===== src/rtl/ps2_kb_ctrl.sv =====
// PS/2 keyboard front end: synchronizes and glitch-filters the PS/2 pins,
// receives device-to-host frames, folds E0/F0 prefixes into key events,
// tracks shift/caps-lock and writes one 32-bit event word per key event
// into kb_info through the kb_wraddr/kb_wrdata/kb_we port.
// Optional feature macro: PS2_TIMEOUT_EN (inter-edge frame timeout).
module ps2_kb_ctrl #(
    parameter int unsigned FILTER_LEN     = 8,
    parameter int unsigned TIMEOUT_CYCLES = 50000,
    parameter int unsigned SEQ_W          = 16
) (
    input  logic        clk,
    input  logic        rst,
    input  logic        ps2_clk,
    input  logic        ps2_data,
    output logic [31:0] kb_wraddr,
    output logic [31:0] kb_wrdata,
    output logic        kb_we,
    output logic [7:0]  kb_err_cnt,
    output logic        rx_busy
);

    localparam logic [1:0] ST_IDLE   = 2'd0;
    localparam logic [1:0] ST_DATA   = 2'd1;
    localparam logic [1:0] ST_PARITY = 2'd2;
    localparam logic [1:0] ST_STOP   = 2'd3;

    localparam logic [7:0] CODE_EXT     = 8'hE0;
    localparam logic [7:0] CODE_BRK     = 8'hF0;
    localparam logic [7:0] CODE_LSHIFT  = 8'h12;
    localparam logic [7:0] CODE_RSHIFT  = 8'h59;
    localparam logic [7:0] CODE_CAPS    = 8'h58;

    logic                  r_clk_meta, r_clk_sync;
    logic                  r_dat_meta, r_dat_sync;
    logic [FILTER_LEN-1:0] r_filt_hist;
    logic                  r_clk_filt;
    logic                  w_all_low, w_all_high, w_fall;

    logic [1:0]            r_state, w_state_next;
    logic [2:0]            r_bit_cnt;
    logic [7:0]            r_shreg;
    logic                  r_parity;
    logic                  w_stop_fall, w_frame_ok, w_frame_bad, w_timeout;
    logic                  r_byte_valid;
    logic [7:0]            r_err_cnt;
    logic                  r_rx_busy;

    logic                  r_ext, r_brk;
    logic                  r_shift_l, r_shift_r, r_caps, r_caps_held;
    logic [SEQ_W-1:0]      r_seq;
    logic                  r_we;
    logic [31:0]           r_wrdata;
    logic                  w_is_code;
    logic                  w_shift_l_nx, w_shift_r_nx, w_caps_nx, w_caps_held_nx;

    // Two-flop synchronizers for both PS/2 pins (idle bus level is high)
    always_ff @(posedge clk or posedge rst) begin
        if (rst) begin
            r_clk_meta <= 1'b1;
            r_clk_sync <= 1'b1;
            r_dat_meta <= 1'b1;
            r_dat_sync <= 1'b1;
        end else begin
            r_clk_meta <= ps2_clk;
            r_clk_sync <= r_clk_meta;
            r_dat_meta <= ps2_data;
            r_dat_sync <= r_dat_meta;
        end
    end

    assign w_all_low  = (r_filt_hist == '0);
    assign w_all_high = &r_filt_hist;
    assign w_fall     = r_clk_filt & w_all_low;

    // Glitch filter: filtered clock follows only after FILTER_LEN equal samples
    always_ff @(posedge clk or posedge rst) begin
        if (rst) begin
            r_filt_hist <= '1;
            r_clk_filt  <= 1'b1;
        end else begin
            r_filt_hist <= {r_filt_hist[FILTER_LEN-2:0], r_clk_sync};
            if (w_all_low) begin
                r_clk_filt <= 1'b0;
            end else if (w_all_high) begin
                r_clk_filt <= 1'b1;
            end
        end
    end

`ifdef PS2_TIMEOUT_EN
    localparam int unsigned TO_W = $clog2(TIMEOUT_CYCLES + 1);
    logic [TO_W-1:0] r_to_cnt;

    // Inter-edge watchdog: restarts on each fall edge, idle and zero in IDLE
    always_ff @(posedge clk or posedge rst) begin
        if (rst) begin
            r_to_cnt <= '0;
        end else if ((r_state == ST_IDLE) || w_fall) begin
            r_to_cnt <= '0;
        end else begin
            r_to_cnt <= r_to_cnt + TO_W'(1);
        end
    end

    assign w_timeout = (r_state != ST_IDLE) && !w_fall &&
                       (r_to_cnt == TO_W'(TIMEOUT_CYCLES - 1));
`else
    logic w_unused_timeout;
    assign w_unused_timeout = (TIMEOUT_CYCLES != 0);
    assign w_timeout        = 1'b0;
`endif

    // Receive FSM state register
    always_ff @(posedge clk or posedge rst) begin
        if (rst) begin
            r_state <= ST_IDLE;
        end else begin
            r_state <= w_state_next;
        end
    end

    // Receive FSM next state; advances only on filtered fall edges
    always_comb begin
        w_state_next = r_state;
        if (w_timeout) begin
            w_state_next = ST_IDLE;
        end else if (w_fall) begin
            case (r_state)
                ST_IDLE:   if (!r_dat_sync) w_state_next = ST_DATA;
                ST_DATA:   if (r_bit_cnt == 3'd7) w_state_next = ST_PARITY;
                ST_PARITY: w_state_next = ST_STOP;
                ST_STOP:   w_state_next = ST_IDLE;
                default:   w_state_next = ST_IDLE;
            endcase
        end
    end

    // Frame datapath: bit counter, LSB-first shift register, parity bit
    always_ff @(posedge clk or posedge rst) begin
        if (rst) begin
            r_bit_cnt <= 3'd0;
            r_shreg   <= 8'd0;
            r_parity  <= 1'b0;
        end else if (w_fall) begin
            case (r_state)
                ST_IDLE: r_bit_cnt <= 3'd0;
                ST_DATA: begin
                    r_shreg   <= {r_dat_sync, r_shreg[7:1]};
                    r_bit_cnt <= r_bit_cnt + 3'd1;
                end
                ST_PARITY: r_parity <= r_dat_sync;
                default: ;
            endcase
        end
    end

    assign w_stop_fall = w_fall && (r_state == ST_STOP) && !w_timeout;
    assign w_frame_ok  = (^{r_shreg, r_parity}) & r_dat_sync;
    assign w_frame_bad = (w_stop_fall & ~w_frame_ok) | w_timeout;

    // Frame result: byte strobe, saturating error count, busy flag
    always_ff @(posedge clk or posedge rst) begin
        if (rst) begin
            r_byte_valid <= 1'b0;
            r_err_cnt    <= 8'd0;
            r_rx_busy    <= 1'b0;
        end else begin
            r_byte_valid <= w_stop_fall & w_frame_ok;
            r_rx_busy    <= (w_state_next != ST_IDLE);
            if (w_frame_bad && (r_err_cnt != 8'hFF)) begin
                r_err_cnt <= r_err_cnt + 8'd1;
            end
        end
    end

    assign w_is_code = r_byte_valid && (r_shreg != CODE_EXT) && (r_shreg != CODE_BRK);

    // Modifier state after the current code is applied
    always_comb begin
        w_shift_l_nx   = r_shift_l;
        w_shift_r_nx   = r_shift_r;
        w_caps_nx      = r_caps;
        w_caps_held_nx = r_caps_held;
        if (w_is_code && !r_ext) begin
            if (r_shreg == CODE_LSHIFT) begin
                w_shift_l_nx = !r_brk;
            end
            if (r_shreg == CODE_RSHIFT) begin
                w_shift_r_nx = !r_brk;
            end
            if (r_shreg == CODE_CAPS) begin
                if (r_brk) begin
                    w_caps_held_nx = 1'b0;
                end else begin
                    if (!r_caps_held) begin
                        w_caps_nx = !r_caps;
                    end
                    w_caps_held_nx = 1'b1;
                end
            end
        end
    end

    // Decoder: prefix folding, modifier tracking and event write
    always_ff @(posedge clk or posedge rst) begin
        if (rst) begin
            r_ext       <= 1'b0;
            r_brk       <= 1'b0;
            r_shift_l   <= 1'b0;
            r_shift_r   <= 1'b0;
            r_caps      <= 1'b0;
            r_caps_held <= 1'b0;
            r_seq       <= '0;
            r_we        <= 1'b0;
            r_wrdata    <= 32'd0;
        end else begin
            r_we <= 1'b0;
            if (w_frame_bad) begin
                r_ext <= 1'b0;
                r_brk <= 1'b0;
            end else if (r_byte_valid) begin
                if (r_shreg == CODE_EXT) begin
                    r_ext <= 1'b1;
                end else if (r_shreg == CODE_BRK) begin
                    r_brk <= 1'b1;
                end else begin
                    r_shift_l   <= w_shift_l_nx;
                    r_shift_r   <= w_shift_r_nx;
                    r_caps      <= w_caps_nx;
                    r_caps_held <= w_caps_held_nx;
                    r_we        <= 1'b1;
                    r_wrdata    <= {16'(r_seq), 4'd0, w_caps_nx,
                                    w_shift_l_nx | w_shift_r_nx,
                                    r_brk, r_ext, r_shreg};
                    r_seq       <= r_seq + SEQ_W'(1);
                    r_ext       <= 1'b0;
                    r_brk       <= 1'b0;
                end
            end
        end
    end

    assign kb_wraddr  = 32'd0;
    assign kb_wrdata  = r_wrdata;
    assign kb_we      = r_we;
    assign kb_err_cnt = r_err_cnt;
    assign rx_busy    = r_rx_busy;

endmodule


===== config.mk =====
export PLATFORM = sky130hd
export DESIGN_NAME = ps2_kb_ctrl
export DESIGN_NICKNAME = d
export VERILOG_FILES = /design/src/rtl/ps2_kb_ctrl.sv
export SDC_FILE = /design/constraint.sdc
export NUM_CORES = 1
export LEC_CHECK = 0
export ABC_AREA = 0
export BUFFER_PORTS_ARGS = -buffer_cell sky130_fd_sc_hd__buf_2
export CAP_MARGIN = 10
export CELL_PAD_IN_SITES_DETAIL_PLACEMENT = 0
export CELL_PAD_IN_SITES_GLOBAL_PLACEMENT = 1
export CORE_ASPECT_RATIO = 0.8
export CORE_MARGIN = 1
export CORE_UTILIZATION = 39
export CTS_CLUSTER_DIAMETER = 200
export DETAILED_ROUTE_END_ITERATION = 8
export PLACE_DENSITY_LB_ADDON = 0.1
export SYNTH_ARGS = -nofsm -noshare
export SYNTH_HDL_FRONTEND = slang
export SYNTH_SLANG_ARGS = --single-unit

===== constraint.sdc =====
create_clock -name clk -period 2.56 [get_ports clk]
set_clock_uncertainty 0.05 [all_clocks]
set_input_delay 0.512 -clock clk [delete_from_list [all_inputs] [get_ports clk]]
set_output_delay 0.512 -clock clk [all_outputs]
set_load 0.01 [all_outputs]

==> metrics.md <==
| Metric | Value |
|---|---|
| Status | `complete, no violations` |
| I/O Pins | `78` |
| Slew @ Worst Pin | `720 ps` |
| Vias in the first global route | `2182` |
| Residual DRC count | `0` |
| DR iter-0 viols | `109` |
| Worst skew pair latency | `340 ps` |
| CP Max Fanout | `24` |
| Total gr overflow | `0` |
| Sequential share of the synthesized area | `55.2%` |
| Setup WS pre-CTS | `159 ps` |
| CTS tree | `done` |
| Crit end category | `register` |
| Die Height | `92.3 um` |
| Most common cell after layout, fill and taps aside | `dfrtp_1` |
| CP max stage cell | `or4_1` |
| Clock slew at reported path FFs | `60 ps` |
| Synth Register Bits | `87` |
| Hold WS | `221 ps` |
| Critical Path, Cell by Cell | `or4_1, nor3_4, a31oi_1, a31oi_4, buf_12, mux2_2` |
| Port bufs | `41` |
| Clock Tree Root | `clkbuf_16` |
| Slew margin rel. | `51.9%` |
| MaxCap Viol Count | `0` |
| Post-DP HPWL | `4470 um` |
| Tmin final | `2400 ps` |
| Initial antenna violation count | `0` |
| Drt first pass iters | `4` |
| Power per cell area | `621 mW/mm^2` |
| Rows | `32` |
| Syn Std Cell Area | `0.00397 mm^2` |
| PnR worst setup slack | `162 ps` |
| Post-synthesis cell type count | `49` |
| Core footprint | `0.00977 mm^2` |
| Max Clk Rate | `417 MHz` |
| CP Data Required Time | `2730 ps` |
| Slew Viols, Final | `0` |
| Post-CTS setup buffer count | `0` |
| RSZ-0062 raised after global routing | `no` |
| Post-Route WL | `6410 um` |
| Maximum clock insertion buffer count | `2` |
| Critical path startpoint category | `register` |
| Syn avg cell area | `12.2 um^2` |
| Most frequent cells in the layout | `dfrtp_1 (74), buf_2 (41), conb_1 (36)` |
| Final setup fails | `0` |
| Sink Count | `87` |
| GRT busiest layer | `met1` |
| Reg-to-reg slack, setup | `160 ps` |
| Max IR drop VDD | `0.000415 V` |
| Via count | `2346` |
| Part of the cycle the worst path needs | `93.7%` |
| Post-CTS sizing | `0` |
| Met3 usage | `4.82%` |
| Async set-reset flop share out of synthesis | `100%` |
| DRT antenna net count | `0` |
| GPL Wtd Cong | `0.699` |
| Crit. Startpoint | `r_filt_hist[1]` |
| Avg WL per Cell | `12.3 um` |
| Crit path largest cell delay | `590 ps` |
| Hold WC Path Type | `input port to register` |
| Largest net degree at the start of global routing | `32` |
| Met1 Use GR | `20.5%` |
| Setup TNS Final | `0 ps` |
| Hold Vio Cnt, Final | `0` |
| Yosys warns | `0` |
| Share of cells above drive strength 1 | `31.0%` |
| Hold buffers post-CTS | `0` |
| Die area | `0.0106 mm^2` |
| Hold path startpoint | `ps2_data` |
| Worst r2r src | `r_filt_hist[1]` |
| # diodes | `0` |
| GR Util met2 | `18.0%` |
| Pleak | `2.34 nW` |
| Cts bufs inserted | `9` |
| Global-route wire length before repair | `11000 um` |
| Initial Utilization | `40.7%` |
| Area delta synth->final | `15.2%` |
| Number of synthesized flops with an enable pin | `0` |
| Vias per Instance | `4.51` |
| H-tree levels | `3` |
| Cells after Synth | `326` |
| Nets | `387` |
| Tot GR Track Use | `13.8%` |
| Arr. time, crit path | `2570 ps` |
| Die width | `115 um` |
| Top_reg_cell synth | `dfrtp_1` |
| Setup CP Type | `register to register` |
==> worst max-delay path, delay by kind of cell, from the launching register on <==
family                 cells  cell delay, ps
and+or+nand+nor            2             850
AOI/OAI and AO/OA          2             440
DFF                        1             370
muxes                      1             340
buffers and inverters      1             210
==> flip-flops by register name (all words and copies together), names as in the netlist, 2 cells and up <==
register / cells
kb_err_cnt: 8
kb_wrdata: 28
r_bit_cnt: 3
r_filt_hist: 8
r_seq: 16
r_shreg: 8
r_state: 2
==> Yosys cell counts, drive strengths merged (2+ instances only) <==
master | number | area [um^2]
a21oi | 3 | 15.0
a31oi | 2 | 27.5
buf | 42 | 338
clkbuf | 2 | 7.51
dfrtp | 74 | 1850
dfstp | 13 | 342
ha | 4 | 50.1
inv | 9 | 33.8
mux2 | 33 | 372
mux2i | 3 | 30.0
nand2 | 26 | 97.6
nand2b | 2 | 12.5
nand3 | 11 | 60.1
nand4 | 7 | 43.8
nor2 | 19 | 73.8
nor3 | 10 | 76.3
nor4bb | 2 | 20.0
o21ai | 15 | 75.1
or3 | 2 | 12.5
or4 | 2 | 18.8
xnor2 | 13 | 133
xor2 | 15 | 131
==> cell type report <==
class | count | area [um^2]
clock inverters | 7 | 87.6
flip-flops and latches | 87 | 2190
inverters | 9 | 37.5
clock buffers | 9 | 225
repair buffers | 51 | 330
fillers | 923 | 5190
well taps | 136 | 170
multi-input cells | 221 | 1530
==> path summary, 6_finish.rpt <==
kind / depth (start not counted) / end
max: 6 / kb_wrdata[5]
min: 1 / r_dat_meta
max reg2reg: 6 / kb_wrdata[5]
min reg2reg: 0 / r_filt_hist[0]
max in group asynchronous: 3 / r_filt_hist[7]
min in group asynchronous: 2 / kb_wrdata[17]
==> stage by stage <==
step           util, %  total power, mW  instance area (um^2)  cells
2_1_floorplan        -             1.52                  4110    361
3_3_place_gp      43.6             1.50                  4260    504
3_5_place_dp      43.6             1.50                  4260    504
4_1_cts           46.8             2.89                  4580    520
5_1_grt           46.8             2.96                  4580    520
6_report          46.8             2.84                  4580    520
==> per-layer routing <==
| layer | part of all wire (%) | wire length (um) |
|---|---|---|
| met1 | 54 | 3460 |
| met2 | 39 | 2510 |
| met3 | 5.2 | 330 |
| met4 | 1.6 | 103 |
| met5 | 0 | 0 |
==> cells by family after synthesis <==
logic type,count (synthesis),synth area share (%)
AND/OR/NAND/NOR,90,12.1
flip-flops,87,55.2
buffers and inverters,53,9.54
multiplexers,36,10.1
XOR/XNOR,29,7.24
AO/OA/AOI/OAI,26,4.47
adder cells (fa/ha/maj),4,1.26
other,1,0.0944
==> power breakdown <==
group / switching, mW / internal (mW) / leakage (nW)
Clock: 0.525 / 0.847 / 0.155
Sequential: 0.00936 / 1.40 / 1.17
Combinational: 0.0550 / 0.0113 / 1.02
Note: power is estimated with default switching activity, not from simulation.
